File: config.mk
export PLATFORM = sky130hd
export DESIGN_NAME = lamp_fpu_sqrt_pack
export DESIGN_NICKNAME = d
export VERILOG_FILES = /design/src/rtl/lampFPU_pkg.sv /design/src/rtl/lamp_fpu_sqrt_res_fifo.sv /design/src/rtl/lamp_fpu_sqrt_pack.sv
export SDC_FILE = /design/constraint.sdc
export NUM_CORES = 1
export LEC_CHECK = 0
export ABC_AREA = 1
export CAP_MARGIN = 10
export CORE_UTILIZATION = 62
export CTS_BUF_LIST = sky130_fd_sc_hd__clkbuf_16
export CTS_CLUSTER_DIAMETER = 200
export CTS_CLUSTER_SIZE = 25
export DETAILED_ROUTE_END_ITERATION = 7
export PLACE_DENSITY = 0.88
export SLEW_MARGIN = 20
export SYNTH_ARGS = -nofsm -noshare
export SYNTH_HDL_FRONTEND = slang
export SYNTH_SLANG_ARGS = --single-unit
File: constraint.sdc
create_clock -name clk -period 5.4 [get_ports clk]
set_input_delay 0.81 -clock clk [delete_from_list [all_inputs] [get_ports clk]]
set_output_delay 0.81 -clock clk [all_outputs]
set_load 0.01 [all_outputs]
File: src/rtl/lampFPU_pkg.sv
// lampFPU_pkg: shared constants, FIFO entry type and the round-to-nearest-even
// helper for the bfloat16 square-root pack stage.
// The optional LAMP_SQRT_PACK_FLAGS_EN macro adds NX/OF/NV bits to each entry.
package lampFPU_pkg;

  localparam int LAMP_FLOAT_DW   = 16;
  localparam int LAMP_FLOAT_E_DW = 8;
  localparam int LAMP_FLOAT_F_DW = 7;

  // {exponent, fraction} encodings of the special values
  localparam logic [LAMP_FLOAT_E_DW+LAMP_FLOAT_F_DW-1:0] INF_E_F  = 15'b11111111_0000000;
  localparam logic [LAMP_FLOAT_E_DW+LAMP_FLOAT_F_DW-1:0] QNAN_E_F = 15'b11111111_1000000;

  // One buffered result; the packed word occupies the top 16 bits
  typedef struct packed {
    logic                       s;
    logic [LAMP_FLOAT_E_DW-1:0] e;
    logic [LAMP_FLOAT_F_DW-1:0] f;
`ifdef LAMP_SQRT_PACK_FLAGS_EN
    logic                       nx;
    logic                       of;
    logic                       nv;
`endif
  } lampSqrtPackEntry_t;

  // Rounded {e, frac} only. The carry bit f[11] arrives as 0, so using it as
  // the top bit of the 9-bit sum is the same as a zero pad.
  function automatic logic [14:0] FUNC_rndSqrtEF(input logic [7:0] e_i,
                                                  input logic [11:0] f_i);
    logic       up;
    logic [8:0] m;
    logic [7:0] e_o;
    logic [6:0] frac_o;
    up = f_i[2] & (f_i[1] | f_i[0] | f_i[3]);
    m  = {f_i[11], f_i[10:3]} + {8'd0, up};
    if (m[8]) begin
      frac_o = m[7:1];
      e_o    = e_i + 8'd1;
    end else begin
      frac_o = m[6:0];
      e_o    = e_i;
    end
    if (e_o == 8'hFF) begin
      return INF_E_F;
    end
    return {e_o, frac_o};
  endfunction

  // Full rounding result: {e[7:0], frac[6:0], NX, OF}
  function automatic logic [16:0] FUNC_rndNearestEvenSqrt(input logic [7:0] e_i,
                                                           input logic [11:0] f_i);
    logic [14:0] ef;
    logic        nx;
    logic        of;
    ef = FUNC_rndSqrtEF(e_i, f_i);
    nx = |f_i[2:0];
    of = (ef[14:7] == 8'hFF);
    return {ef, nx, of};
  endfunction

endpackage

File: src/rtl/lamp_fpu_sqrt_res_fifo.sv
// lamp_fpu_sqrt_res_fifo: synchronous FIFO with async reset, wrap-bit
// full/empty detection and a registered free-entry count. The head is read
// straight from the storage registers and reads as zero while empty.
module lamp_fpu_sqrt_res_fifo #(
  parameter int WIDTH = 16,
  parameter int DEPTH = 4
) (
  input  logic                       clk,
  input  logic                       rst,
  input  logic                       wr_en_i,
  input  logic [WIDTH-1:0]           wr_data_i,
  input  logic                       rd_en_i,
  output logic [WIDTH-1:0]           rd_data_o,
  output logic                       full_o,
  output logic                       empty_o,
  output logic [$clog2(DEPTH):0]     free_o
);

  localparam int AW = $clog2(DEPTH);

  logic [AW:0]      wr_ptr_q, rd_ptr_q, free_q;
  logic [AW:0]      free_d;
  logic [WIDTH-1:0] mem_q [DEPTH];
  logic             do_wr, do_rd;

  assign empty_o = (wr_ptr_q == rd_ptr_q);
  assign full_o  = (wr_ptr_q[AW] != rd_ptr_q[AW]) &&
                   (wr_ptr_q[AW-1:0] == rd_ptr_q[AW-1:0]);
  assign do_rd   = rd_en_i & ~empty_o;
  assign do_wr   = wr_en_i & (~full_o | do_rd);
  assign free_d  = free_q + {{AW{1'b0}}, do_rd} - {{AW{1'b0}}, do_wr};

  assign rd_data_o = empty_o ? '0 : mem_q[rd_ptr_q[AW-1:0]];
  assign free_o    = free_q;

  // Pointer and free-count bookkeeping
  always_ff @(posedge clk or posedge rst) begin
    if (rst) begin
      wr_ptr_q <= '0;
      rd_ptr_q <= '0;
      free_q   <= (AW+1)'(DEPTH);
    end else begin
      if (do_wr) wr_ptr_q <= wr_ptr_q + 1'b1;
      if (do_rd) rd_ptr_q <= rd_ptr_q + 1'b1;
      free_q <= free_d;
    end
  end

  // Storage write; contents are qualified by the pointers so need no reset
  always_ff @(posedge clk) begin
    if (do_wr) mem_q[wr_ptr_q[AW-1:0]] <= wr_data_i;
  end

endmodule

File: src/rtl/lamp_fpu_sqrt_pack.sv
// lamp_fpu_sqrt_pack: captures the unpacked square-root result, rounds to
// nearest-even (or passes specials through), packs bfloat16 and buffers the
// words in a small FIFO drained by valid/ready.
// Define LAMP_SQRT_PACK_FLAGS_EN to carry NX/OF/NV alongside each result.
module lamp_fpu_sqrt_pack
  import lampFPU_pkg::*;
#(
  parameter int DEPTH   = 4,
  parameter int AF_FREE = 1
) (
  input  logic        clk,
  input  logic        rst,
  input  logic        valid_i,
  input  logic        s_res_i,
  input  logic [7:0]  e_res_i,
  input  logic [11:0] f_res_i,
  input  logic        isToRound_i,
  output logic [15:0] result_o,
  output logic        valid_o,
  input  logic        ready_i,
  output logic        almost_full_o,
  output logic        ovfl_o
`ifdef LAMP_SQRT_PACK_FLAGS_EN
  ,
  output logic        flagNX_o,
  output logic        flagOF_o,
  output logic        flagNV_o
`endif
);

  localparam int          AW        = $clog2(DEPTH);
  localparam int          EW        = $bits(lampSqrtPackEntry_t);
  localparam logic [AW:0] AF_FREE_W = (AW+1)'(AF_FREE);

  logic               s1_valid_q, s1_s_q, s1_rnd_q;
  logic [7:0]         s1_e_q;
  logic [11:0]        s1_f_q;
  lampSqrtPackEntry_t entry_d, head;
  logic [EW-1:0]      head_w;
  logic               fifo_full, fifo_empty;
  logic [AW:0]        fifo_free, free_after;
  logic               push, pop;
  logic               ovfl_q, ovfl_d, af_q, af_d;

  // Stage 1: capture the incoming result; data only loads on a valid cycle
  always_ff @(posedge clk or posedge rst) begin
    if (rst) begin
      s1_valid_q <= 1'b0;
      s1_s_q     <= 1'b0;
      s1_rnd_q   <= 1'b0;
      s1_e_q     <= '0;
      s1_f_q     <= '0;
    end else begin
      s1_valid_q <= valid_i;
      if (valid_i) begin
        s1_s_q   <= s_res_i;
        s1_rnd_q <= isToRound_i;
        s1_e_q   <= e_res_i;
        s1_f_q   <= f_res_i;
      end
    end
  end

`ifdef LAMP_SQRT_PACK_FLAGS_EN
  logic [16:0] rnd_full;
  assign rnd_full = FUNC_rndNearestEvenSqrt(s1_e_q, s1_f_q);

  // Stage 2: round or pass through, with exception flags
  always_comb begin
    entry_d   = '0;
    entry_d.s = s1_s_q;
    if (s1_rnd_q) begin
      {entry_d.e, entry_d.f, entry_d.nx, entry_d.of} = rnd_full;
    end else begin
      entry_d.e  = s1_e_q;
      entry_d.f  = s1_f_q[9:3];
      entry_d.nv = (s1_e_q == 8'hFF) && (s1_f_q[9:3] != 7'd0);
    end
  end
`else
  logic [14:0] rnd_ef;
  assign rnd_ef = FUNC_rndSqrtEF(s1_e_q, s1_f_q);

  // Stage 2: round or pass through
  always_comb begin
    entry_d   = '0;
    entry_d.s = s1_s_q;
    if (s1_rnd_q) begin
      {entry_d.e, entry_d.f} = rnd_ef;
    end else begin
      entry_d.e = s1_e_q;
      entry_d.f = s1_f_q[9:3];
    end
  end
`endif

  // A full FIFO still accepts a write when the head leaves in the same cycle
  assign pop        = ready_i & ~fifo_empty;
  assign push       = s1_valid_q & (~fifo_full | pop);
  assign free_after = fifo_free - {{AW{1'b0}}, push} + {{AW{1'b0}}, pop};
  assign af_d       = (free_after <= AF_FREE_W);
  assign ovfl_d     = ovfl_q | (s1_valid_q & ~push);

  lamp_fpu_sqrt_res_fifo #(
    .WIDTH (EW),
    .DEPTH (DEPTH)
  ) u_fifo (
    .clk       (clk),
    .rst       (rst),
    .wr_en_i   (push),
    .wr_data_i (entry_d),
    .rd_en_i   (pop),
    .rd_data_o (head_w),
    .full_o    (fifo_full),
    .empty_o   (fifo_empty),
    .free_o    (fifo_free)
  );

  // Status registers: occupancy warning after this edge, sticky drop flag
  always_ff @(posedge clk or posedge rst) begin
    if (rst) begin
      af_q   <= 1'b0;
      ovfl_q <= 1'b0;
    end else begin
      af_q   <= af_d;
      ovfl_q <= ovfl_d;
    end
  end

  assign head          = head_w;
  assign result_o      = {head.s, head.e, head.f};
  assign valid_o       = ~fifo_empty;
  assign almost_full_o = af_q;
  assign ovfl_o        = ovfl_q;
`ifdef LAMP_SQRT_PACK_FLAGS_EN
  assign flagNX_o      = head.nx;
  assign flagOF_o      = head.of;
  assign flagNV_o      = head.nv;
`endif

endmodule

==> results by group <==
Timing
  • Slew @ Worst Pin: just under 1 ns
  • Crit path time final: 3.79 ns
  • Relative slew margins: 34.9%
  • Setup violators final: 0
  • Setup TNS: 0 ns
  • Peak Freq: 264 MHz
  • Hold Fails Final Rpt: 0
  • Final worst-path cycle share: a little over two thirds
  • Unrepaired setup endpoints after global routing: no
  • Post-route clock skew: 0.00677 ns
  • Fin. max-slew vios: 0

Setup path
  • Slowest CP cell: inv_1
  • R2R depth: 12
  • Startpoint class of the critical path: register
  • Worst R2R Start: u_fifo.rd_ptr_q[1]$_DFFE_PP0N_
  • R2R setup slack: 2.29 ns
  • Worst reg2reg path endpoint: almost_full_o$_DFF_PP0_
  • Crit end category: primary output
  • Cell Chain, Critical Path: buf_4 -> inv_1 -> o21ai_0 -> o22ai_1 -> nand2_1 -> inv_1 -> clkdlybuf4s50_1
  • WS Path Type: reg2out
  • Crit path max fanout: 33
  • CP Launch Point: u_fifo.rd_ptr_q[0]$_DFFE_PP0N_
  • CP Data Required Time: 4.59 ns
  • Worst path max stage delay: about 0.7 ns
  • Most used cell, CP: inv_1
  • Worst path arrival time: 2.98 ns

Cells and area
  • Non-filler cells, final: 635
  • # diodes: 0
  • Fin util: ~77%
  • Layout cell share with drive strength beyond 1: 10.3%
  • Design area: 5640 um2
  • Final #Nets: 570
  • Fillcell total: about 470
  • P&R area growth vs syn: 18.2%

Clock network
  • Post-CTS Hold Fix Bufs: 0
  • Clk sinks: 98
  • Clk Latency, worst-skew pair: 0.35 ns
  • Post-CTS Setup Inserts: 0
  • H-tree depth: 3
  • CTS clock-pin slew for the worst setup and hold paths: 0.07 ns
  • Post-CTS Resized: 0
  • Clock tree buffer depth: 2
  • TritonCTS buffer count: 9
  • CTS tree: yes
  • Root Driver: clkbuf_16

Power and ir drop
  • Comb pwr share: 38.1%
  • Seq pwr share: 37.1%
  • Post-layout power: 2990 uW
  • Internal power: 1960 uW
  • Clk pwr share: 24.8%
  • VDD IR max: 265 uV
  • LEAKAGE: 0.00241 uW
  • Pwr Density: 531 nW/um2
  • Switching power: 1030 uW
  • Switching share of power: roughly 35%

Route
  • Via count: 3417
  • # DRC: 0
  • Routed wire length: 9610 um
  • Initial DRC count: 221
  • Detail Route Antenna Nets: 0
  • Via/cell ratio: between 5 and 6
  • Wirelength per Cell: between 15 and 20 um
  • Detailed Routing Iterations Pass 1: 4

Yosys
  • Number of synthesized flops with an enable pin: 64
  • Ys Warns: 0
  • Distinct cells, synth: 29
  • Top_reg_cell synth: edfxtp_1
  • Post-Syn Nets: 528
  • Synth Area per Inst: just under 10 um2
  • Mapped Cells: 489
  • Mapped Area: approximately 4800 um2
  • Share of the synthesized area in the top cell type: 40.3%
  • Synth area leader: edfxtp_1
  • Top post-synthesis cells by area: edfxtp_1 (40%), dfrtp_1 (17%), nand2_1 (8.3%)
  • Yosys reg bits: 98
  • Ys async rst share: 34.7%
  • Most frequent cells after synthesis: nand2_1 (105), o21ai_0 (65), edfxtp_1 (64)
  • Sequential-to-total area share from yosys stat: 58.2%
  • Count leader, synth: nand2_1

Worst hold path
  • Hold endpoint: ovfl_o$_DFF_PP0_
  • Hold path depth: 1
  • Min-delay src: ovfl_o$_DFF_PP0_
  • Tightest Hold Check Type: reg2reg

Die
  • Initial Util: 65.1%
  • Full die area: 8050 um2
  • Core Box Area: 7330 um2
  • Die height: around 90 um
  • Site Rows: 31
  • Boundary Pins: 45
  • Die Wd: 89.7 um

Placement
  • GPL Wtd Cong: 0.834
  • Placed cell areas: 5290 um2
  • Post-DP HPWL: about 6300 um
  • Placed cell count: 619
  • IO buf count: 44

GRT
  • Total grt overflow: 0
  • Initial antenna violation count: 0
  • Largest net degree at the start of global routing: 41
  • GR Util All Layers: between 20% and 30%
  • First-pass GRT wire length: 16000 um
  • Vias in the first global route: between 3k and 4k

Run status
  • Outcome: complete, no violations

Flow run
  • Max_cap viols: 0
-- worst max-delay path: cells and delay by family, from the launching register on --
family	cells	cell delay [ns]
AOI/OAI and AO/OA	2	0.33
and+or+nand+nor	1	0.08
buffers and inverters	4	1.64
DFF	1	0.58
-- stage by stage --
stage | setup slack (ns) | hold WS [ns]
2_1_floorplan | 3.03 | 0.462
3_3_place_gp | 2.13 | 0.469
3_5_place_dp | 2.03 | 0.483
4_1_cts | 1.62 | 0.499
5_1_grt | 1.39 | 0.513
6_report | 1.61 | 0.499
-- cell type report --
| type | instances | area (um2) | share of cell area (%) |
|---|---|---|---|
| Clock buffer | 9 | 225 | 4.00 |
| Clock inverter | 7 | 125 | 2.22 |
| Inverter | 57 | 214 | 3.80 |
| Multi-Input combinational cell | 316 | 1700 | 30.2 |
| Sequential cell | 98 | 2770 | 49.2 |
| Tap cell | 99 | 124 | 2.20 |
| Timing Repair Buffer | 49 | 473 | 8.39 |
-- sequential cells by signal, summed over array words and instances (netlist names), 3 cells and up --
name,count
s1_e_q,8
s1_f_q,12
u_fifo.free_o,3
u_fifo.mem_q,64
u_fifo.rd_ptr_q,3
u_fifo.wr_ptr_q,3
-- routing by layer --
layer / vias up / share of wire (%) / global-route usage, %
met5: - / 0 / 0
met4: 0 / 2.4 / 10.9
met3: 19 / 4.5 / 3.89
met2: 108 / 50 / 43.4
met1: 1591 / 43 / 33.5
li1: 1699 / - / -
-- cells in the final DEF, fill, tap and decap left out, types with 2 or more instances in the layout --
| cell | instances |
|---|---|
| nand2_1 | 105 |
| nand2_2 | 13 |
| ha_1 | 11 |
| inv_1 | 55 |
| bufinv_16 | 3 |
| fa_1 | 2 |
| nor2_4 | 4 |
| clkdlybuf4s50_1 | 43 |
| edfxtp_1 | 64 |
| buf_4 | 5 |
| inv_8 | 2 |
| mux2_2 | 5 |
| nand3_1 | 9 |
| nand2_4 | 5 |
| dfrtp_1 | 33 |
| o22ai_1 | 16 |
| nor3_1 | 3 |
| a21oi_1 | 5 |
| nor2_1 | 53 |
| clkbuf_16 | 9 |
| o21ai_0 | 65 |
| xor2_1 | 11 |
| xnor2_1 | 4 |
-- cell families (layout without fill, tap and decap cells) --
kind of cell    Yosys count  count (layout)  synth area share (%)
xor+xnor                 15              15                  2.75
mux                       5               5                  1.18
buf+inv                  75             122                  6.24
simple gates            196             196                  18.3
fa+ha+maj                13              13                  3.73
compound gates           87              87                  9.63
flops                    98              98                  58.2
-- power by group through the flow --
stage               combinational [uW]  sequential (uW)  clock (uW)
detailed placement                1120             1120           0
CTS                               1150             1110         747
floorplan                          706             1070           0
global placement                  1070             1110           0
global route                      1270             1120         774
finish                            1140             1110         741
-- how the worst max path moves through the flow --
| stage | cells after the start | end | slack (ns) |
|---|---|---|---|
| after floorplan | 10 | almost_full_o$_DFF_PP0_ | 3.03 |
| after global placement | 7 | result_o[8] | 2.13 |
| after detailed placement | 7 | result_o[8] | 2.03 |
| after CTS | 7 | result_o[12] | 1.62 |
| after global routing | 7 | result_o[8] | 1.39 |
| final | 7 | result_o[11] | 1.61 |
No activity file was read; power rests on OpenSTA's default activity.
